==> config.mk <==
export PLATFORM = sky130hd
export DESIGN_NAME = instr_encoder
export DESIGN_NICKNAME = d
export VERILOG_FILES = /design/src/rtl/instr_encoder.sv
export SDC_FILE = /design/constraint.sdc
export NUM_CORES = 1
export LEC_CHECK = 0
export ABC_AREA = 1
export CELL_PAD_IN_SITES_DETAIL_PLACEMENT = 1
export CELL_PAD_IN_SITES_GLOBAL_PLACEMENT = 1
export CORE_ASPECT_RATIO = 1.1
export CORE_MARGIN = 2
export CORE_UTILIZATION = 35
export DETAILED_ROUTE_END_ITERATION = 10
export GPL_ROUTABILITY_DRIVEN = 0
export PLACE_DENSITY = 0.85
export SLEW_MARGIN = 20
export SYNTH_ARGS = -nofsm -noshare
export SYNTH_HDL_FRONTEND = slang
export SYNTH_SLANG_ARGS = --single-unit
==> constraint.sdc <==
create_clock -name clk -period 5.1 [get_ports clk]
set_clock_uncertainty 0.05 [all_clocks]
set_input_delay 0.765 -clock clk [delete_from_list [all_inputs] [get_ports clk]]
set_output_delay 0.765 -clock clk [all_outputs]
set_load 0.05 [all_outputs]
==> src/rtl/instr_encoder.sv <==
// LEGv8 instruction encoder: accepts instruction beats, encodes them and
// streams the 32-bit words into instruction memory starting at address 0.
module instr_encoder (
   input  logic        clk,
   input  logic        rst_n,
   input  logic        start,
   input  logic        in_valid,
   output logic        in_ready,
   input  logic        in_last,
   input  logic [4:0]  mnem,
   input  logic [4:0]  rd,
   input  logic [4:0]  rn,
   input  logic [4:0]  rm,
   input  logic [5:0]  shamt,
   input  logic [25:0] imm,
   output logic        imem_we,
   output logic [7:0]  imem_addr,
   output logic [31:0] imem_wdata,
   output logic [8:0]  count,
   output logic        done,
   output logic [1:0]  err_code
);

   typedef enum logic [1:0] {IDLE, ACCEPT, WRITE, DONE} state_t;

   localparam logic [1:0] ERR_OK    = 2'b00;
   localparam logic [1:0] ERR_MNEM  = 2'b01;
   localparam logic [1:0] ERR_RANGE = 2'b10;
   localparam logic [1:0] ERR_OVF   = 2'b11;

   state_t      state_q, state_d;
   logic [7:0]  addr_q, addr_d;
   logic [31:0] wdata_q, wdata_d;
   logic [8:0]  count_q, count_d;
   logic        done_q, done_d;
   logic [1:0]  err_q, err_d;
   logic        last_q, last_d;

   logic [31:0] enc_word;
   logic [1:0]  enc_err;
   logic        i_ok, d_ok, cb_ok;

   function automatic logic [31:0] r_fmt(input logic [10:0] op, input logic [4:0] m,
                                         input logic [5:0] sh, input logic [4:0] n,
                                         input logic [4:0] d);
      return {op, m, sh, n, d};
   endfunction

   function automatic logic [31:0] i_fmt(input logic [9:0] op, input logic [11:0] im,
                                         input logic [4:0] n, input logic [4:0] d);
      return {op, im, n, d};
   endfunction

   function automatic logic [31:0] d_fmt(input logic [10:0] op, input logic [8:0] im,
                                         input logic [4:0] n, input logic [4:0] t);
      return {op, im, 2'b00, n, t};
   endfunction

   // Range checks: the discarded upper bits must be a pure zero/sign extension.
   always_comb begin
      i_ok     = (imm[25:12] == '0);
      d_ok     = (&imm[25:8]) | ~(|imm[25:8]);
      cb_ok    = (&imm[25:18]) | ~(|imm[25:18]);
      enc_word = '0;
      enc_err  = ERR_OK;
      case (mnem)
         5'd0:  enc_word = {6'b000101, imm};
         5'd1:  begin enc_word = {8'b10110100, imm[18:0], rd}; if (!cb_ok) enc_err = ERR_RANGE; end
         5'd2:  begin enc_word = {8'b10110101, imm[18:0], rd}; if (!cb_ok) enc_err = ERR_RANGE; end
         5'd3:  begin enc_word = i_fmt(10'b1001000100, imm[11:0], rn, rd); if (!i_ok) enc_err = ERR_RANGE; end
         5'd4:  begin enc_word = i_fmt(10'b1001001000, imm[11:0], rn, rd); if (!i_ok) enc_err = ERR_RANGE; end
         5'd5:  begin enc_word = i_fmt(10'b1101001000, imm[11:0], rn, rd); if (!i_ok) enc_err = ERR_RANGE; end
         5'd6:  begin enc_word = i_fmt(10'b1011001000, imm[11:0], rn, rd); if (!i_ok) enc_err = ERR_RANGE; end
         5'd7:  begin enc_word = i_fmt(10'b1101000100, imm[11:0], rn, rd); if (!i_ok) enc_err = ERR_RANGE; end
         5'd8:  enc_word = r_fmt(11'b10001011000, rm, 6'd0, rn, rd);
         5'd9:  enc_word = r_fmt(11'b10001010000, rm, 6'd0, rn, rd);
         5'd10: enc_word = r_fmt(11'b11010110000, 5'd0, 6'd0, rn, rn);
         5'd11: enc_word = r_fmt(11'b11001010000, rm, 6'd0, rn, rd);
         5'd12: enc_word = r_fmt(11'b11010011011, 5'd0, shamt, rn, rd);
         5'd13: enc_word = r_fmt(11'b11010011010, 5'd0, shamt, rn, rd);
         5'd14: enc_word = r_fmt(11'b10101010000, rm, 6'd0, rn, rd);
         5'd15: enc_word = r_fmt(11'b11001011000, rm, 6'd0, rn, rd);
         5'd16: begin enc_word = d_fmt(11'b11111000010, imm[8:0], rn, rd); if (!d_ok) enc_err = ERR_RANGE; end
         5'd17: begin enc_word = d_fmt(11'b11111000000, imm[8:0], rn, rd); if (!d_ok) enc_err = ERR_RANGE; end
         default: enc_err = ERR_MNEM;
      endcase
   end

   always_comb begin
      state_d = state_q;
      addr_d  = addr_q;
      wdata_d = wdata_q;
      count_d = count_q;
      done_d  = done_q;
      err_d   = err_q;
      last_d  = last_q;
      case (state_q)
         IDLE, DONE: begin
            if (start) begin
               state_d = ACCEPT;
               addr_d  = '0;
               count_d = '0;
               done_d  = 1'b0;
               err_d   = ERR_OK;
            end
         end
         ACCEPT: begin
            if (in_valid) begin
               if (enc_err != ERR_OK) begin
                  err_d   = enc_err;
                  done_d  = 1'b1;
                  state_d = DONE;
               end else begin
                  wdata_d = enc_word;
                  last_d  = in_last;
                  state_d = WRITE;
               end
            end
         end
         WRITE: begin
            count_d = count_q + 9'd1;
            // The address saturates at the top of memory instead of wrapping.
            if (addr_q != 8'hFF) addr_d = addr_q + 8'd1;
            if (last_q) begin
               state_d = DONE;
               done_d  = 1'b1;
            end else if (addr_q == 8'hFF) begin
               state_d = DONE;
               done_d  = 1'b1;
               err_d   = ERR_OVF;
            end else begin
               state_d = ACCEPT;
            end
         end
         default: state_d = IDLE;
      endcase
   end

   always_ff @(posedge clk or negedge rst_n) begin
      if (!rst_n) begin
         state_q <= IDLE;
         addr_q  <= '0;
         wdata_q <= '0;
         count_q <= '0;
         done_q  <= 1'b0;
         err_q   <= ERR_OK;
         last_q  <= 1'b0;
      end else begin
         state_q <= state_d;
         addr_q  <= addr_d;
         wdata_q <= wdata_d;
         count_q <= count_d;
         done_q  <= done_d;
         err_q   <= err_d;
         last_q  <= last_d;
      end
   end

   assign in_ready   = (state_q == ACCEPT);
   assign imem_we    = (state_q == WRITE);
   assign imem_addr  = addr_q;
   assign imem_wdata = wdata_q;
   assign count      = count_q;
   assign done       = done_q;
   assign err_code   = err_q;

endmodule

# == Word level (Yosys, flattened, before mapping) ==
# Index checks and enable logic that the tools add are counted.
# word_totals
reg_bits,55
elab_cells,91
in_bits,57
output_inout_bits,54
# classes
n_addsub,2
n_mux,28
n_eq_ne,29
reduce_logical,20
n_bitwise,5
# op_table
op,count
32-bit one-hot mux with 18 select lines,1
"5-bit by 4-bit equality test with 1-bit output, second input constant",8
2-bit two-way mux,12
"5-bit by 3-bit equality test with 1-bit output, second input constant",4
9-bit one-hot mux with 2 select lines,1
18-bit AND reduction,1
18-bit OR reduction,1
8-bit two-way mux,2
8-bit one-hot mux with 2 select lines,1
14-bit logical NOT,1
2-bit one-hot mux with 3 select lines,2
"5-bit by 2-bit equality test with 1-bit output, second input constant",2
"5-bit equality test, second input constant",2
"9-bit by 1-bit adder with 9-bit output, second input constant",1
9-bit two-way mux,1
9-bit OR reduction,1
"8-bit by 1-bit adder with 8-bit output, second input constant",1
"8-bit equality test, second input constant",1
"8-bit inequality test, second input constant",1
2-bit one-hot mux with 4 select lines,1
8-bit AND reduction,1
8-bit OR reduction,1
1-bit two-way mux,6
"2-bit by 1-bit inequality test with 1-bit output, second input constant",3
other kinds (17),28

# == Longest topological paths before layout ==
# logic_depth
word_depth,9
mapped_depth,15
ltp_nobuf,13

# == Worst setup path after synthesis ==
# OpenSTA, ideal clock, no wires.
# synth_path
path_type,reg2reg
from,register state_q[0]
to,register addr_q[7] (netlist: imem_addr[7])
arrival_ns,2.202
setup_time_ns,0.122
n_path_buf,1
path_stages_with_launch,14
slack_ns,2.726
required_ns,4.928
path_cell_list,dfrtp_1 -> inv_1 -> ha_1 -> clkbuf_2 -> inv_1 -> nand2_1 -> nand2_1 -> inv_1 -> nand2_1 -> nand2_1 -> and3_1 -> nand3_1 -> nand2_1 -> a21oi_1
# synth_via
elab_cells_between_ends,9
classes_between,4 x eq/ne; 1 x mux; 4 x reduce/logical
# synth_lines
element,line_no,source
from (decl),31,"state_t state_q, state_d;"
from (signal assigned),149,state_q <= state_d;
2-bit equality test *,--,
named net imem_we,16,"output logic imem_we,"
2-bit by 1-bit inequality test with 1-bit output (no line) or 2-bit nonzero test (tied branches),--,
3-bit AND reduction (no line),--,
to (signal assigned),150,addr_q <= addr_d;
to (decl),32,"logic [7:0] addr_q, addr_d;"
# Mark *: on every way through the listed nets, which the timed path passes. The rest lies on a longest branch.
# A chain may end at the register's enable or synchronous reset.

# == Worst setup path after layout ==
# layout_path
from,input port mnem[3]
to,register wdata_q[18] (netlist: imem_wdata[18])
# layout_via
elab_chain_len,6
elab_cells_between_ends,27
classes_between,17 x eq/ne; 2 x mux; 1 x bitwise; 7 x reduce/logical
# layout_rtl
element,line_no,source
from (decl),10,"input logic [4:0] mnem,"
"5-bit by 4-bit equality test with 1-bit output, or another cell as far along",66,case (mnem)
"9-bit OR reduction (no line), or another cell as far along",--,
2-bit one-hot mux with 4 select lines,66,
2-bit nonzero test,109,if (enc_err != ERR_OK) begin
1-bit inverter (no line),--,
3-bit AND reduction (no line),--,
to (signal assigned),151,wdata_q <= wdata_d;
to (decl),33,"logic [31:0] wdata_q, wdata_d;"
# Parallel ways exist; a longest one is shown, timed or not.

==> impl_metrics.toml <==
[status]
status = "complete, no violations"

[finish]
antenna_cells = 0
num-nets-final = 673
drive_gt1_share_pct = 6.85
fin_cells = 733
area_growth_pct = 36.5

[job]
maxCapViolCount = 0

[die]
fp.coreArea_um2 = 9840
dieWidth_um = 99.9
rows = 38
initial_core_util_pct = 36.0
die_area_um2 = 10900
io_pins = 111
die_h_um = 109

[timing]
post-route-period-util_pct = 65.1
max_freq_mhz = 301
relSlewSlack_pct = 46.8
min_period_ns = 3.32
worst_pin_slew_ns = 0.792
finalHoldViolCount = 0
finalSetupViolCount = 0
drv_slew = 0
tns_ns = 0
rsz0062_at_grt = "no"

[route]
drt_wl_total_um = 12200
first_pass_iters = 4
viasPerCell = 5.34
drtAntennaViolNets = 0
drc = 0
vias = 3912
drtIter0Drc = 142
wl_per_cell_um = 16.6

[power]
p_per_area_nw_per_um2 = 471
peakVddDrop_mv = 0.182
leakage_nw = 2.25

[synth]
yosysTopAreaCell = "dfrtp_1"
synth_top_family_by_area = "simple AND/OR/NAND/NOR gates"
synth_edf_count = 0
synth_cells = 505
synthDominantCellAreaShare_pct = 38.9
synthMuxAreaShare_pct = 0
synthAdderAreaFrac_pct = 1.41
synth_nets = 566
synth_area_um2 = 3540
ys_types = 39
synth_common_cells = "158 x nand2_1, 55 x dfrtp_1, 55 x inv_1, 53 x nor2_1, 26 x o21ai_0"
yosys_warnings = 0
synthArstFlopShare_pct = 100
yosysMostFrequentCell = "nand2_1"
yosys_most_used_dff = "dfrtp_1"
synth-seq-area-share_pct = 38.9
syn_avg_cell_area_um2 = 7.01
synth-xor-area-share_pct = 0.495
synth-seq-cells = 55
synthSimpleGateAreaFrac_pct = 33.1
synth_area_leaders = "dfrtp_1 39%, nand2_1 17%, inv_1 5.8%"
synth_compound_gate_area_share_pct = 16.8

[clock_network]
cts_tree = "yes"
cts_buffer_depth = 2
cts.sinks = 55
holdBufCountCts = 0
post_cts.repair.setup_buffers = 0
cts_buffers = 5
root_buffer = "clkbuf_8"
post_cts_resized = 0
clk_latency_ns = 0.31
htreeDepth = 2
clkSlewWorstSetupHoldPaths_ns = 0.10

[global_routing]
grt.total_usage_pct = 22.8
grt_max_degree = 56
grt_pass1_wl_um = 19900
antenna_found_initial = 0
grt_pass1_vias = 4042
overflow = 0

[setup_path]
critical_path_arrival_ns = 3.45
crit_start = "mnem[3]"
r2r_start = "state_q[0]$_DFFE_PN0P_"
cp-start-kind = "primary input"
cp.required_ns = 5.23
worstSetupPathType = "primary input to register"
worstSetupEndpointType = "register"
cp_max_fo = 32

[placed_design]
portBuffers = 110
hpwl_um = 9820
dp.cells = 725

[hold_path]
min_path_type = "register to register"
min_from = "done$_DFFE_PN0P_"
==> report_power, final <==
part	switching, mW	internal, mW
Combinational	0.897	0.401
Sequential	0.0969	0.572
Clock	0.150	0.162
Total	1.14	1.13
==> area by class of cell <==
type	instances	area, um^2
Sequential cell	55	1380
Clock buffer	6	82.6
Timing Repair Buffer	112	1110
Tap cell	120	150
Inverter	64	240
Clock inverter	2	38.8
Multi-Input combinational cell	374	1830
Fill cell	1254	5010
==> placed cells by master, fill, tap and decap left out <==
cell type	Yosys	routed
nor4b_1	1	1
inv_1	55	55
buf_2	3	1
buf_4	1	2
bufinv_16	0	1
clkdlybuf4s50_1	0	109
a221oi_1	1	1
inv_6	0	1
nand4_1	6	6
inv_2	8	8
xor2_1	2	2
clkinv_1	1	1
nand3_2	6	6
o21ai_0	26	26
nor3_1	7	7
a32o_1	1	1
o2111a_1	1	1
nor2_1	53	53
o22ai_1	3	3
dfrtp_1	55	55
o21ai_1	21	21
a32oi_1	1	1
and3_1	1	1
nand3_1	18	18
nand2_2	5	5
o2111ai_1	1	1
nor2_4	4	4
o311a_1	1	1
o221ai_1	2	2
a22oi_1	8	8
a22o_1	1	1
o21ai_2	3	3
ha_1	4	4
nor3b_1	3	3
nand2_4	2	2
a21oi_1	25	25
nand2_1	158	158
clkbuf_8	0	6
o211ai_1	6	6
nor2_2	3	3
==> worst max-delay path, cell delays in order <==
cell	delay, ns
clkdlybuf4s50_1	0.57
nor2_4	0.30
nand3_1	0.42
nand2_1	0.23
nor2_1	0.08
nand3_2	0.08
nand2_2	0.07
nor2_4	0.12
nand2_2	0.28
buf_4	0.35
nand2_1	0.10
o21ai_1	0.07
==> sequential cells by signal, indices dropped and copies added (netlist names) <==
signal	cells
err_code	2
done	1
imem_addr	8
state_q	2
count	9
last_q	1
imem_wdata	32
==> metal layers <==
metal  vias up  track usage [%]  share of wire [%]
li1       1853                -                  -
met1      1891             30.3                 45
met2       144             38.7                 48
met3        24             3.43                5.1
met4         0             6.56                2.2
met5         -                0                  0
==> per-stage QoR <==
stage	instance area, um^2	utilization [%]	power [mW]	hold WS [ns]	worst slack [ns]
6_report	4830	49.1	2.28	0.434	1.78
5_1_grt	4830	49.1	2.42	0.475	1.51
2_1_floorplan	3540	-	1.50	0.419	2.73
3_5_place_dp	4710	47.9	1.98	0.419	1.50
3_3_place_gp	4710	47.9	1.93	0.406	1.67
4_1_cts	4830	49.1	2.30	0.446	1.80
==> cells by family (layout without fill, tap and decap cells) <==
group / after synthesis / in the layout
buffers and inverters: 76 / 184
xor gates and xnor gates: 2 / 2
AOI/OAI and AO/OA: 101 / 101
DFF: 55 / 55
adders and majority gates: 4 / 4
and+or+nand+nor: 267 / 267
==> final timing paths <==
kind,endpoint,slack [ns],depth (start not counted)
setup / recovery,imem_wdata[18]$_DFFE_PN0P_,1.78,12
hold / removal,done$_DFFE_PN0P_,0.43,2
setup reg to reg,imem_addr[7]$_DFFE_PN0P_,2.62,12
hold reg to reg,done$_DFFE_PN0P_,0.43,2
max in group asynchronous,imem_wdata[8]$_DFFE_PN0P_,4.00,2
min in group asynchronous,err_code[1]$_DFFE_PN0P_,0.51,2
No activity file was read; power rests on OpenSTA's default activity.
